### src/rtl/reaction_timer_pkg.sv
// Shared constants, state encoding and delay arithmetic for the reaction timer.
package reaction_timer_pkg;

  localparam int DELAY_BASE_DEFAULT = 1000;
  localparam int DELAY_STEP_DEFAULT = 100;
  localparam int TIMEOUT_DEFAULT    = 999;

  typedef logic [2:0] state_t;

  localparam state_t ST_IDLE = 3'd0;
  localparam state_t ST_WAIT = 3'd1;
  localparam state_t ST_GO   = 3'd2;
  localparam state_t ST_DONE = 3'd3;
  localparam state_t ST_FOUL = 3'd4;

  // Random wait in ticks; 13 bits covers base + 31 * step at the defaults.
  function automatic logic [12:0] calc_delay(input int base, input int step,
                                             input logic [4:0] r);
    return 13'(base + int'(r) * step);
  endfunction

endpackage

### src/rtl/reaction_timer.sv
// Reaction-time game controller: random wait, LED on, measure ms until stop.
module reaction_timer
  import reaction_timer_pkg::*;
#(
  parameter int DELAY_BASE_MS = DELAY_BASE_DEFAULT,
  parameter int DELAY_STEP_MS = DELAY_STEP_DEFAULT,
  parameter int TIMEOUT_MS    = TIMEOUT_DEFAULT
) (
  input  logic       clk_i,
  input  logic       rst_ni,
  input  logic       tick_i,
  input  logic       start_i,
  input  logic       stop_i,
  input  logic [4:0] rand_i,
  output logic       next_o,
  output logic       led_o,
  output logic [9:0] time_o,
  output logic       valid_o,
  output logic       foul_o,
  output logic       timeout_o,
  output state_t     state_o
);

  localparam logic [9:0] TIMEOUT_V = 10'(TIMEOUT_MS);

  state_t      state;
  logic [12:0] delay_cnt;
  logic [9:0]  react_cnt;
  logic [9:0]  react_next;
  logic        start_ok;

  assign start_ok   = start_i && ((state == ST_IDLE) || (state == ST_DONE) ||
                                  (state == ST_FOUL));
  // Gated by reset so the LFSR is never advanced while the block is held.
  assign next_o     = start_ok && rst_ni;
  assign led_o      = (state == ST_GO);
  assign react_next = react_cnt + 10'd1;
  assign state_o    = state;

  always_ff @(posedge clk_i or negedge rst_ni) begin
    if (!rst_ni) begin
      state     <= ST_IDLE;
      delay_cnt <= '0;
      react_cnt <= '0;
      time_o    <= '0;
      valid_o   <= 1'b0;
      foul_o    <= 1'b0;
      timeout_o <= 1'b0;
    end else begin
      case (state)
        ST_IDLE, ST_DONE, ST_FOUL: begin
          if (start_ok) begin
            delay_cnt <= calc_delay(DELAY_BASE_MS, DELAY_STEP_MS, rand_i);
            react_cnt <= '0;
            time_o    <= '0;
            valid_o   <= 1'b0;
            foul_o    <= 1'b0;
            timeout_o <= 1'b0;
            state     <= ST_WAIT;
          end
        end
        ST_WAIT: begin
          // An early press beats a final tick arriving in the same cycle.
          if (stop_i) begin
            foul_o <= 1'b1;
            state  <= ST_FOUL;
          end else if (tick_i) begin
            delay_cnt <= delay_cnt - 13'd1;
            if (delay_cnt <= 13'd1) begin
              react_cnt <= '0;
              state     <= ST_GO;
            end
          end
        end
        ST_GO: begin
          if (stop_i) begin
            time_o  <= react_cnt;
            valid_o <= 1'b1;
            state   <= ST_DONE;
          end else if (tick_i) begin
            if (react_next >= TIMEOUT_V) begin
              react_cnt <= TIMEOUT_V;
              time_o    <= TIMEOUT_V;
              valid_o   <= 1'b1;
              timeout_o <= 1'b1;
              state     <= ST_DONE;
            end else begin
              react_cnt <= react_next;
            end
          end
        end
        default: state <= ST_IDLE;
      endcase
    end
  end

endmodule

### config.mk
export PLATFORM = sky130hd
export DESIGN_NAME = reaction_timer
export DESIGN_NICKNAME = d
export VERILOG_FILES = /design/src/rtl/reaction_timer_pkg.sv /design/src/rtl/reaction_timer.sv
export SDC_FILE = /design/constraint.sdc
export NUM_CORES = 1
export LEC_CHECK = 0
export ABC_CLOCK_PERIOD_IN_PS = 2110
export BUFFER_PORTS_ARGS = -buffer_cell sky130_fd_sc_hd__buf_2
export CAP_MARGIN = 5
export CORE_MARGIN = 2
export CORE_UTILIZATION = 26
export DETAILED_ROUTE_END_ITERATION = 16
export SLEW_MARGIN = 20
export SYNTH_ARGS = -nofsm -noshare
export SYNTH_HDL_FRONTEND = slang
export SYNTH_SLANG_ARGS = --single-unit
export TNS_END_PERCENT = 1
### constraint.sdc
create_clock -name clk_i -period 2.11 [get_ports clk_i]
set_input_delay 0.1055 -clock clk_i [delete_from_list [all_inputs] [get_ports clk_i]]
set_output_delay 0.1055 -clock clk_i [all_outputs]
set_load 0.1 [all_outputs]
==> metrics <==
WL per Instance=13.7 µm; First-pass DRT Iterations=4; Hold Slack=0.106 ns; Critical Path AT=between 2 and 3 ns; unrepaired setup endpoints after global routing=yes; commonest non-fill, non-tap cell in the layout=buf_4; CTS tree=built; violated checks=negative setup slack; Slew Viols, Final=0; Detailed Route WL=7400 µm; final net count=434; yosys warns=0; Main synth FF type=dfrtp_1; std cell rows=37; pwr dens=700 mW/mm²; CTS Buf Count=5; FF+latch count, synth=39; fin crit share=109%; peak supply drop=0.000415 V; CTS Sinks=39; maximum clock frequency=0.435 GHz; IO Count=28; final hold vios=0; H-tree level count=2; Final ANT Viol Nets=0; Synth async-reset ratio=100%; RePlAce Congestion=0.871; DIE WIDTH=108 µm; PortBufs=27; worst-path maximum fanout=5; Post-Layout Cell Count=roughly 540; Yosys cell types=56; grt ovf=0; first-pass GRT wire length=~13,000 µm; # setup viols final=15; EDFF count, synth=0; # diodes=0; setup slack after layout=-0.186 ns; status=complete, but fails checks; Core Area=0.0104 mm²; CTS root buf=clkbuf_8; area grow syn2layout=41.6%; Max stage delay on crit path=0.45 ns; Cell Area, Synth=0.00279 mm²; worst-margin pin slew=0.506 ns; initial antenna violation count=0; synthesized area per cell=8.76 µm²; Post-DP HPWL=roughly 5300 µm; utilization after layout=38.0%; Syn Nets=350; Worst EP required=roughly 2.3 ns; DR DRC count=0; Pleak=1.79 nW; die height=108 µm; critical path endpoint category=flip-flop; Max clock buf depth=2; via count=2,650; register area share after synthesis=a little over a third; max cap viols=0; Worst Setup Start Kind=flip-flop; Post-Route Setup TNS=-1.51 ns; Worst path slowest cell=dfrtp_2; pre-CTS setup slack=-0.378 ns; Starting Density=roughly 27%; all-layer global routing usage=13.8%; DIE AREA=0.0116 mm²; critical path cell sequence=buf_6 -> inv_4 -> ha_4 -> a21oi_2 -> nor2_1 -> nor3_2 -> a2111oi_4 -> nand4_1 -> o211a_4 -> buf_12 -> a32o_1; worst min-delay path category=primary input to flip-flop; number of global-route vias before repair=2,643; share of layout cells above drive strength 1=a little over a third; largest net degree at the start of global routing=40; highest-count cells in the layout ignoring fill and taps=buf_4 (57), dfrtp_1 (33), nand2_1 (30), o21ai_0 (30), buf_2 (25); clock skew=0.00989 ns; relative slew slack=66.3%; Final min period=2.30 ns; Crit Path Category=flip-flop to flip-flop; initial DRC count=128; placed cell count=between 500 and 600; vias per cell=4.92; Clock Latency Late Sink=0.31 ns; Syn Inst Count=318; Clock transition at path regs=0.08 ns
## power breakdown
group | switching [mW] | internal [mW] | total [mW]
Combinational | 0.631 | 0.478 | 1.11
Sequential | 0.126 | 0.874 | 1.00
Clock | 0.298 | 0.352 | 0.650
Total | 1.06 | 1.70 | 2.76
## critical path: cells and delay by family (launching register included)
family	cells	cell delay, ns
AO/OA/AOI/OAI	4	0.83
flip-flops	1	0.45
AND/OR/NAND/NOR	3	0.43
buffers and inverters	3	0.34
adder cells (fa/ha/maj)	1	0.14
## synthesized netlist by cell type, types with 4 or more instances
library cell  number  share of area (%)
inv_1             14                1.9
nand2b_1           4               0.90
dfrtp_1           39                 35
nor2b_1            5                1.1
xnor2_1            5                1.6
buf_2              5               0.90
a31oi_1            8                1.8
nand2_1           31                4.2
nor3_1            12                2.2
clkbuf_1           8                1.1
nand3_1           11                2.0
nor2_1            23                3.1
xor2_1             8                2.5
mux2i_1            7                2.5
ha_1              21                9.4
o21ai_0           34                6.1
and3_1             5                1.1
a21oi_1           20                3.6
nand4_1            4               0.90
## stage by stage
| step | cell area (µm²) | total power [mW] |
|---|---|---|
| after floorplan | 2900 | 1.73 |
| after global placement | 3550 | 2.07 |
| after detailed placement | 3550 | 2.09 |
| after CTS | 3870 | 2.79 |
| after global routing | 3940 | 2.97 |
| final | 3940 | 2.76 |
## flip-flops by register name (all words and copies together) (netlist names)
name       cells
delay_cnt     13
foul_o         1
react_cnt     10
state_o        3
time_o        10
timeout_o      1
valid_o        1
## worst paths after layout
check,startpoint,end,cells past startpoint,slack (ns)
worst max-delay path,react_cnt[0],time_o[3],11,-0.19
worst min-delay path,start_i,state_o[2],4,0.11
min in group asynchronous,rst_ni,react_cnt[2],3,0.44
max in group asynchronous,rst_ni,state_o[1],3,1.29
worst min register to register,time_o[3],time_o[3],1,0.50
worst max register to register,react_cnt[0],time_o[3],11,-0.19
## routing by layer
metal	routed length (µm)	part of all wire (%)	GRT usage, %
met1	3430	46	18.6
met2	3480	47	22.7
met3	374	5.1	2.72
met4	116	1.6	3.48
met5	0	0	0
## kinds of logic after synthesis
family / count (synthesis) / synth area share [%]
simple gates: 111 / 20.8
compound gates: 93 / 21.6
flops: 39 / 35.0
buf+inv: 32 / 5.21
fa+ha+maj: 22 / 10.2
xor+xnor: 13 / 4.09
mux: 8 / 3.05
## area by class of cell
class	instances	area [µm²]
inverter	15	58.8
clock buffer	5	68.8
timing repair buffer	94	747
clock inverter	3	43.8
tap	136	170
sequential	39	986
multi-input combinational	247	1870
fill	1064	6430
## repair_timing
item                                   CTS  global route
setup buffers                           13             4
gates resized for setup                 16            17
setup endpoints to repair               16            23
endpoints found under the hold margin   39             0
hold buffers                             1             0
gates cloned                             1             0
pin swaps                                9            12
Power figures use the tool's default switching activity.
